**src/rtl/gray_conv_arbiter_if.sv**
```systemverilog
// gray_conv_arbiter_if: request/result bus between the conversion users and the
// gray_conv_arbiter. The master side drives the requests and res_ready. The slave
// side (the arbiter) drives req_ready and the result register.
// Optional macro GRAY_DIR_EN adds req_dir (per-requester direction) and res_dir.
interface gray_conv_arbiter_if #(
  parameter int N_REQ = 4,
  parameter int W     = 4
);
  localparam int IDW = $clog2(N_REQ);

  logic [N_REQ-1:0]   req_valid;
  logic [N_REQ*W-1:0] req_data;
  logic [N_REQ-1:0]   req_ready;
  logic               res_valid;
  logic [W-1:0]       res_gray;
  logic [IDW-1:0]     res_id;
  logic               res_ready;
`ifdef GRAY_DIR_EN
  logic [N_REQ-1:0]   req_dir;
  logic               res_dir;
`endif

`ifdef GRAY_DIR_EN
  modport master (
    output req_valid, req_data, req_dir, res_ready,
    input  req_ready, res_valid, res_gray, res_id, res_dir
  );

  modport slave (
    input  req_valid, req_data, req_dir, res_ready,
    output req_ready, res_valid, res_gray, res_id, res_dir
  );
`else
  modport master (
    output req_valid, req_data, res_ready,
    input  req_ready, res_valid, res_gray, res_id
  );

  modport slave (
    input  req_valid, req_data, res_ready,
    output req_ready, res_valid, res_gray, res_id
  );
`endif
endinterface

```
**src/rtl/gray_conv_arbiter.sv**
```systemverilog
// gray_conv_arbiter: round-robin arbiter that shares one binary-to-Gray converter
// among N_REQ requesters. The converted word is held in a one-entry output register
// that has its own valid/ready handshake. A held result can drain and a new one can
// load in the same cycle, so the block sustains one result per cycle.
// Optional macro GRAY_DIR_EN: a per-requester req_dir bit selects the Gray-to-binary
// direction, and res_dir is registered alongside the result.
module gray_conv_arbiter #(
  parameter int N_REQ = 4,
  parameter int W     = 4
) (
  input  logic               clk,
  input  logic               rst_n,
  gray_conv_arbiter_if.slave bus
);
  localparam int IDW = $clog2(N_REQ);

  typedef enum logic {
    EMPTY = 1'b0,
    FULL  = 1'b1
  } state_t;

  state_t           state_q;
  logic             resValid_q;
  logic [W-1:0]     resGray_q;
  logic [IDW-1:0]   resId_q;
  logic [IDW-1:0]   ptr_q;
  logic [IDW-1:0]   ptr_d;

  logic             slotFree;
  logic             grantHit;
  logic [IDW-1:0]   grantIdx;
  logic             transfer;
  logic [N_REQ-1:0] reqReady;
  logic [W-1:0]     selWord;
  logic [W-1:0]     convWord;
  int               scanIdx;

`ifdef GRAY_DIR_EN
  logic             resDir_q;
  logic             selDir;
`endif

  function automatic logic [W-1:0] binToGray(input logic [W-1:0] b);
    logic [W-1:0] g;
    g[W-1] = b[W-1];
    for (int i = W - 2; i >= 0; i--) begin
      g[i] = b[i+1] ^ b[i];
    end
    return g;
  endfunction

`ifdef GRAY_DIR_EN
  function automatic logic [W-1:0] grayToBin(input logic [W-1:0] g);
    logic [W-1:0] b;
    b[W-1] = g[W-1];
    for (int i = W - 2; i >= 0; i--) begin
      b[i] = b[i+1] ^ g[i];
    end
    return b;
  endfunction
`endif

  // The output slot can accept a new word when it is empty or is draining this cycle.
  assign slotFree = (state_q == EMPTY) || bus.res_ready;

  // Round-robin scan that starts at ptr and wraps at N_REQ-1, so the first valid requester wins.
  always_comb begin
    grantHit = 1'b0;
    grantIdx = '0;
    scanIdx  = 0;
    for (int k = 0; k < N_REQ; k++) begin
      scanIdx = int'(ptr_q) + k;
      if (scanIdx >= N_REQ) begin
        scanIdx = scanIdx - N_REQ;
      end
      if (!grantHit && bus.req_valid[scanIdx]) begin
        grantHit = 1'b1;
        grantIdx = IDW'(scanIdx);
      end
    end
  end

  // A grant only counts while out of reset, so no handshake completes while rst_n is low.
  assign transfer = slotFree && grantHit && rst_n;

  // req_ready is one-hot on the granted requester and all zero otherwise.
  always_comb begin
    reqReady = '0;
    if (transfer) begin
      reqReady[grantIdx] = 1'b1;
    end
  end

  assign bus.req_ready = reqReady;

  // Steer the granted requester's word (and direction) into the shared converter.
  always_comb begin
    selWord = '0;
`ifdef GRAY_DIR_EN
    selDir  = 1'b0;
`endif
    for (int i = 0; i < N_REQ; i++) begin
      if (grantIdx == IDW'(i)) begin
        selWord = bus.req_data[i*W +: W];
`ifdef GRAY_DIR_EN
        selDir  = bus.req_dir[i];
`endif
      end
    end
  end

  // Shared conversion datapath: binary-to-Gray, or Gray-to-binary when the requester asks for it.
  always_comb begin
`ifdef GRAY_DIR_EN
    convWord = selDir ? grayToBin(selWord) : binToGray(selWord);
`else
    convWord = binToGray(selWord);
`endif
  end

  // The pointer moves to the requester after the one just served, and wraps to 0 after the last.
  always_comb begin
    if (grantIdx == IDW'(N_REQ - 1)) begin
      ptr_d = '0;
    end else begin
      ptr_d = grantIdx + IDW'(1);
    end
  end

  // Output-slot FSM: load on transfer, drain on res_ready, hold under backpressure.
  always_ff @(posedge clk or negedge rst_n) begin
    if (!rst_n) begin
      state_q    <= EMPTY;
      resValid_q <= 1'b0;
      resGray_q  <= '0;
      resId_q    <= '0;
      ptr_q      <= '0;
`ifdef GRAY_DIR_EN
      resDir_q   <= 1'b0;
`endif
    end else begin
      case (state_q)
        EMPTY: begin
          if (transfer) begin
            state_q    <= FULL;
            resValid_q <= 1'b1;
          end
        end
        FULL: begin
          if (bus.res_ready && !transfer) begin
            state_q    <= EMPTY;
            resValid_q <= 1'b0;
          end
        end
        default: begin
          state_q    <= EMPTY;
          resValid_q <= 1'b0;
        end
      endcase
      if (transfer) begin
        resGray_q <= convWord;
        resId_q   <= grantIdx;
        ptr_q     <= ptr_d;
`ifdef GRAY_DIR_EN
        resDir_q  <= selDir;
`endif
      end
    end
  end

  assign bus.res_valid = resValid_q;
  assign bus.res_gray  = resGray_q;
  assign bus.res_id    = resId_q;
`ifdef GRAY_DIR_EN
  assign bus.res_dir   = resDir_q;
`endif

  // Structural invariants: at most one grant, and the held result is frozen under backpressure.
  aReadyOneHot: assert property (@(posedge clk) disable iff (!rst_n)
    $onehot0(bus.req_ready));

  aHoldStable: assert property (@(posedge clk) disable iff (!rst_n)
    (resValid_q && !bus.res_ready) |=> ($stable(resGray_q) && $stable(resId_q) && resValid_q));

  aNoGrantWhenBlocked: assert property (@(posedge clk) disable iff (!rst_n)
    (resValid_q && !bus.res_ready) |-> (bus.req_ready == '0));

endmodule

```
**src/flat_wrapper.sv**
```systemverilog
// flat-port wrapper written by rule: the top's interface ports become plain ports
module gray_conv_arbiter_flat 
#(
  parameter int N_REQ = 4,
  parameter int W     = 4
)
  (clk, rst_n, bus_req_valid, bus_req_data, bus_res_ready, bus_req_ready, bus_res_valid, bus_res_gray, bus_res_id);
  gray_conv_arbiter_if #(.N_REQ(N_REQ), .W(W)) bus_i ();
  input  logic clk;
  input  logic rst_n;
  input wire logic [$bits(bus_i.req_valid)-1:0] bus_req_valid;
  input wire logic [$bits(bus_i.req_data)-1:0] bus_req_data;
  input wire logic [$bits(bus_i.res_ready)-1:0] bus_res_ready;
  output wire logic [$bits(bus_i.req_ready)-1:0] bus_req_ready;
  output wire logic [$bits(bus_i.res_valid)-1:0] bus_res_valid;
  output wire logic [$bits(bus_i.res_gray)-1:0] bus_res_gray;
  output wire logic [$bits(bus_i.res_id)-1:0] bus_res_id;
  assign bus_i.req_valid = bus_req_valid;
  assign bus_i.req_data = bus_req_data;
  assign bus_i.res_ready = bus_res_ready;
  assign bus_req_ready = bus_i.req_ready;
  assign bus_res_valid = bus_i.res_valid;
  assign bus_res_gray = bus_i.res_gray;
  assign bus_res_id = bus_i.res_id;
  gray_conv_arbiter #(.N_REQ(N_REQ), .W(W)) u_core (.clk(clk), .rst_n(rst_n), .bus(bus_i));
endmodule
```
**config.mk**
```make
export PLATFORM = sky130hd
export DESIGN_NAME = gray_conv_arbiter_flat
export DESIGN_NICKNAME = d
export VERILOG_FILES = /design/src/rtl/gray_conv_arbiter_if.sv /design/src/rtl/gray_conv_arbiter.sv /design/src/flat_wrapper.sv
export SDC_FILE = /design/constraint.sdc
export NUM_CORES = 1
export LEC_CHECK = 0
export CORE_MARGIN = 5
export CORE_UTILIZATION = 40
export DETAILED_ROUTE_END_ITERATION = 10
export GPL_TIMING_DRIVEN = 0
export PLACE_DENSITY = 0.79
export SYNTH_ARGS = -nofsm -noshare
export SYNTH_HDL_FRONTEND = slang
export SYNTH_SLANG_ARGS = --single-unit
```
**constraint.sdc**
```tcl
create_clock -name clk -period 2.7 [get_ports clk]
set_input_delay 0.405 -clock clk [delete_from_list [all_inputs] [get_ports clk]]
set_output_delay 0.405 -clock clk [all_outputs]
set_load 0.005 [all_outputs]
```
; Word level (Yosys, flattened, before mapping)
; Index checks and enable logic that the tools add are counted.
[word_totals]
regBits = 10
latch_bits = 0
ram_bits = 0
rom_bits = 0
inputBits = 23
output_inout_bits = 11
memories = 0
[op_classes]
n_addsub = 8
mul = 0
div = 0
n_lt_le_gt_ge = 10
n_eq_ne = 5
shift = 0
n_mux = 38
bitwise_logic = 4
reduce_logical = 14
[op_table]
columns = op, n
row1 = $lt A32 B4 Y1 const B, 4
row2 = $mux W32, 4
row3 = $ge A32 B4 Y1 const B, 3
row4 = $sub A32 B4 Y32 const B, 3
row5 = $mux W4, 5
row6 = $mux W1, 17
row7 = $mux W2, 5
row8 = $bmux W1 S2, 4
row9 = $logic_and A1 B1 Y1, 7
row10 = $add A2 B2 Y3 const B, 2
row11 = $eq A2 B2 Y1 const B, 2
row12 = $logic_not A1 Y1, 4
row13 = $pmux W1 S2, 2
row14 = $sub A2 B3 Y4 const B, 1
row15 = $add A2 B1 Y3 const B, 1
row16 = $ge A2 B3 Y1 const B, 1
row17 = $lt A2 B3 Y1 const B, 1
row18 = $xor A1 B1 Y1, 3
row19 = $add A2 B1 Y2 const B, 1
row20 = $demux W1 S2, 1
row21 = $eq A2 B1 Y1 const B, 1
row22 = $ge A2 B1 Y1 const B, 1
row23 = $logic_not A2 Y1, 1
row24 = $ne A2 B1 Y1 const B, 1
row25 = other kinds (4), 4

; Logic depth before layout (Yosys ltp)
[logic_depth]
depth_word = 21
depth_mapped = 9

; Worst setup path before layout
; OpenSTA, ideal clock, no wires.
[synth_path]
path_kind = reg-to-reg
startpoint = register u_core.ptr_q[1]
endpoint = register u_core.resGray_q[1] (netlist: u_core.bus.res_gray[1])
setup_time_ns = 0.082
t_arrival_ns = 2.347
required_ns = 2.618
setup_slack_ns = 0.271
stages_incl_launch_ff = 9
path_buffers = 0
period_less_slack_ns = 2.429
cell_sequence = dfrtp_1 -> a21bo_2 -> a221oi_1 -> inv_1 -> ha_1 -> or2_1 -> a221o_1 -> a211o_1 -> a31oi_1
[synth_between]
elab_chain_cells = 21
word_cells_on_any_way = 52
cone_classes = 7 x add/sub / 4 x order compare / 3 x eq/ne / 28 x mux / 1 x bitwise / 9 x reduce/logical
[synth_lines]
columns = item, line_no
row1 = from (decl), gray_conv_arbiter.sv:26  ; logic [IDW-1:0] ptr_q;
row2 = from (signal assigned), gray_conv_arbiter.sv:163  ; ptr_q <= ptr_d;
row3 = "parallel branches: the longest is 14 deep, another holds $sub A32 B4 Y32", -
row4 = $mux W2 *, gray_conv_arbiter.sv:76  ; if (!grantHit && bus.req_valid[scanIdx]) begin
row5 = net u_core.grantIdx[0], gray_conv_arbiter.sv:31  ; logic [IDW-1:0] grantIdx;
row6 = $logic_not A2 Y1, gray_conv_arbiter.sv:103  ; if (grantIdx == IDW'(i)) begin
row7 = $mux W4 (3 in a row), gray_conv_arbiter.sv:103
row8 = $mux W4 *, gray_conv_arbiter.sv:103
row9 = $xor A1 B1 Y1 *, gray_conv_arbiter.sv:47  ; g[i] = b[i+1] ^ b[i];
row10 = to (signal assigned), gray_conv_arbiter.sv:161  ; resGray_q <= convWord;
row11 = to (decl), gray_conv_arbiter.sv:24  ; logic [W-1:0] resGray_q;
; Mark *: on every way through the listed nets, which the timed path passes. The select of a mux whose other input is x is not followed.
; A chain may end at the register's enable or synchronous reset.

; Worst setup path after layout
[layout_path]
startpoint = input port bus_req_valid[0]
endpoint = output port bus_req_ready[0]
[layout_between]
elab_chain_cells = 18
word_cells_on_any_way = 34
cone_classes = 2 x order compare / 23 x mux / 9 x reduce/logical
[layout_lines]
columns = item, line_no
row1 = from (decl), flat_wrapper.sv:11  ; input wire logic [$bits(bus_i.req_valid)-1:0] bus_req_valid;
row2 = $bmux W1 S2, gray_conv_arbiter.sv:76
row3 = $mux W1 (implied by the code) (2 in a row), gray_conv_arbiter.sv:76
row4 = $mux W1, gray_conv_arbiter.sv:76
row5 = $logic_not A1 Y1, gray_conv_arbiter.sv:76
row6 = $logic_and A1 B1 Y1, gray_conv_arbiter.sv:76
row7 = $mux W1, gray_conv_arbiter.sv:76
row8 = $logic_not A1 Y1, gray_conv_arbiter.sv:76
row9 = $logic_and A1 B1 Y1, gray_conv_arbiter.sv:76
row10 = (+2 left out), -
row11 = $logic_and A1 B1 Y1, gray_conv_arbiter.sv:76
row12 = $mux W2 *, gray_conv_arbiter.sv:76
row13 = net u_core.grantIdx[0], gray_conv_arbiter.sv:31
row14 = $lt A2 B3 Y1 (implied by the code) or $ge A2 B1 Y1 (tied branches), gray_conv_arbiter.sv:90  ; reqReady[grantIdx] = 1'b1;
row15 = $logic_and A1 B1 Y1 (implied by the code), gray_conv_arbiter.sv:90
row16 = $mux W1 (implied by the code), gray_conv_arbiter.sv:90
row17 = $demux W1 S2 *, -
row18 = $mux W4 *, gray_conv_arbiter.sv:89  ; if (transfer) begin
row19 = to (decl), flat_wrapper.sv:14  ; output wire logic [$bits(bus_i.req_ready)-1:0] bus_req_ready;
; The timed path passes the listed nets; every way through them passes the cells marked *. The select of a mux whose other input is x is not followed.

==> summary.md <==
| Metric | Value |
|---|---|
| Outcome | `finished, final reports clean` |
| Worst-path fanout max | `5` |
| Max-cap violations | `0` |
| Synth Warn # | `0` |
| CP max-delay cell | `clkdlybuf4s50_1` |
| CP cell instances | `dlygate4sd2_1 > a21bo_2 > a221oi_4 > inv_1 > ha_1 > and2_1 > clkdlybuf4s50_1` |
| Syn Area/Cell | `approximately 9.3 µm²` |
| Share of post-route cells with drive strength above 1 | `0.2017` |
| Root Buffer | `clkbuf_4` |
| Routed Wire Length | `2.109 mm` |
| Max-slew headroom at the worst pin | `0.7337` |
| Reg area | `about 250 µm²` |
| Pwr per Cell Area | `731.5 nW/µm²` |
| FP Rows | `15` |
| Yosys top cell area share | `0.3448` |
| Global-route wire length before repair | `3.111 mm` |
| Fmax | `383.5 MHz` |
| Crit path DAT | `2.20 ns` |
| Commonest cells post-synth | `dfrtp_1, nand2_1, inv_1` |
| Via density | `5.153` |
| Post-synthesis cell count | `78` |
| Area of the multi-input gates | `485.5 µm²` |
| Die height | `52.60 µm` |
| Crit start category | `input pin` |
| Fin crit period | `2.608 ns` |
| Slack of the critical path | `0.09215 ns` |
| CTS tree | `done` |
| Routed len/inst | `14.65 µm` |
| Leakage power | `0.5202 nW` |
| CTS Buffer Depth | `2` |
| Critical Path Max Stage Delay | `0.44 ns` |
| Clock power frac | `0.155` |
| Starting Density | `0.4203` |
| Comb pwr share | `0.566` |
| Post-route DRC | `0` |
| Crit. End Element | `output port` |
| P_sw | `between 0.3 and 0.4 mW` |
| IO Port Bufs | `33` |
| Number of clock sinks | `10` |
| Non-filler instance count after layout | `144` |
| Hpwl dp | `approximately 1.7 mm` |
| Max IR drop VDD | `0.5669 mV` |
| Worst slew pin tran | `0.3994 ns` |
| Diode count | `0` |
| Die W | `52.60 µm` |
| DRT Pass-1 Iters | `4` |
| Internal Power | `approximately 0.56 mW` |
| Min-delay worst type | `in2async` |
| Final count of hold timing violations | `0` |
| Count leader, synth | `dfrtp_1` |
| Final Max Tran Viols | `0` |
| Worst-path clk slew | `0.07 ns` |
| Vias in the first global route | `705` |
| CP Class | `in2out` |
| Area contributors post-synth | `dfrtp_1, ha_1, nand2_1, o41ai_4, a221oi_1` |
| Antenna-violating nets left | `0` |
| CTS H-Tree Depth | `1` |
| Main synth FF type | `dfrtp_1` |
| Global Route Usage Sum | `0.1564` |
| Final Cycle Share | `0.9659` |
| Io pins | `34` |
| Synth area leader | `dfrtp_1` |
| FF+latch count, synth | `10` |
| GRT Residual Overflow | `0` |
| RSZ-0062 raised after global routing | `false` |
| Async SR Flop Fraction | `1.000` |
| Layout Nets | `between 100 and 150` |
| Post-layout util | `0.6891` |
| Setup WS pre-CTS | `-0.6604 ns` |
| Mapped Area | `725.7 µm²` |
| Synth-to-Final Area Change | `63.97%` |
| Dpl cell area | `1087 µm²` |
| Fillers | `137` |
| Worst Path Required | `2.30 ns` |
| Layout Skew | `around 0.0037 ns` |
| RePlAce Congestion | `0.7223` |
| Seq pwr share | `0.279` |
| Post-synth EDFFs | `0` |
| Iter 0 DRT Violations | `10` |
| Worst-skew pair later-pin latency | `0.26 ns` |
| Core Area | `roughly 1700 µm²` |
| # setup viols final | `0` |
| Inst Count DP | `between 100 and 150` |
| Hold_buf cts | `0` |
| Netlist cell types | `32` |
| Final Instance Area | `1190 µm²` |
| Die footprint | `between 2000 and 3000 µm²` |
| Total CTS buffers | `3` |
| Antenna violations before repair | `0` |
| Vias | `742` |
| Largest net degree at the start of global routing | `12` |
| Synth Net Count | `105` |
| Switch share | `0.3534` |
| Seq/Total Area, Yosys | `0.3448` |
| Worst R2R Path Depth | `8` |
==> per-stage QoR <==
step,setup TNS [ns],hold slack (ns),power (mW)
after floorplan,0,0.1094,0.4837
after global placement,-4.191,0.4368,0.6639
after detailed placement,-4.519,0.4366,0.6754
after CTS,0,0.2071,0.8322
after global routing,0,0.02752,0.9371
final,0,0.01533,0.8704
==> flip-flops by register name, indices dropped and copies added, names as in the netlist <==
register and cells:
u_core.bus.res_gray 4, u_core.ptr_q 2, u_core.state_q 1, u_core.bus.res_id 2, u_core.bus.res_valid 1
==> layer usage <==
metal | track usage | share of wire
met3 | 0.03704 | 0.073
met1 | 0.1877 | 0.41
met2 | 0.2645 | 0.51
met4 | 0.06383 | 0.0066
met5 | 0 | 0
==> placed cells by master (no fill, tap or decap), types with 2 or more instances in the layout <==
cell type,n
clkbuf_4,3
a211o_1,2
clkdlybuf4s50_1,28
ha_2,2
and2_1,4
nand2_1,9
nand2b_1,3
o211ai_1,2
nor2_1,4
nor2b_1,3
o22ai_1,2
a221o_1,2
buf_4,5
a221oi_2,2
a31oi_1,2
dfrtp_1,9
nor3_1,2
a21oi_1,4
inv_1,6
dlygate4sd2_1,2
clkbuf_2,2
==> worst max-delay path: cells and delay by family <==
kind	cells	cell delay [ns]
and+or+nand+nor	1	0.15
buffers and inverters	3	0.87
AOI/OAI and AO/OA	2	0.55
adders and majority gates	1	0.24
==> final cells by class <==
cell class                 instances  area share
multi-input combinational         60      0.4080
timing repair buffer              37      0.2944
sequential                        10      0.2114
clock buffer                       4     0.03049
tap                               25     0.02629
inverter                           6     0.01893
buffer                             2     0.01052
==> final timing paths <==
path | startpoint | slack (ns) | end
min | rst_n | 0.02 | u_core.bus.res_id[1]
max in group asynchronous | rst_n | 2.42 | u_core.ptr_q[1]
min in group clk | u_core.state_q | 0.46 | u_core.bus.res_valid
max | bus_req_valid[0] | 0.09 | bus_req_ready[0]
max reg2reg | u_core.ptr_q[1] | 0.22 | u_core.bus.res_gray[0]
min reg2reg | u_core.state_q | 0.46 | u_core.bus.res_valid
==> repair_timing <==
item | 4_1_cts | 5_1_grt
cloned | 0 | 0
setup endpoints to repair | 8 | 5
gates resized for setup | 10 | 8
buffers inserted | 1 | 3
pin swaps | 3 | 2
==> logic make-up (layout without fill, tap and decap cells) <==
family / after synthesis / in the layout / synth area share
mux: 2 / 2 / 0.02931
simple gates: 28 / 28 / 0.1966
compound gates: 26 / 26 / 0.3121
buf+inv: 8 / 49 / 0.04827
fa+ha+maj: 4 / 4 / 0.06897
flops: 10 / 10 / 0.3448
==> power groups by stage <==
| stage | sequential [mW] | combinational [mW] | clock [mW] |
|---|---|---|---|
| floorplan | 0.242 | 0.242 | 0 |
| global placement | 0.238 | 0.426 | 0 |
| detailed placement | 0.242 | 0.433 | 0 |
| CTS | 0.240 | 0.455 | 0.137 |
| global route | 0.252 | 0.541 | 0.145 |
| finish | 0.243 | 0.493 | 0.135 |
No activity file was read; power rests on OpenSTA's default activity.
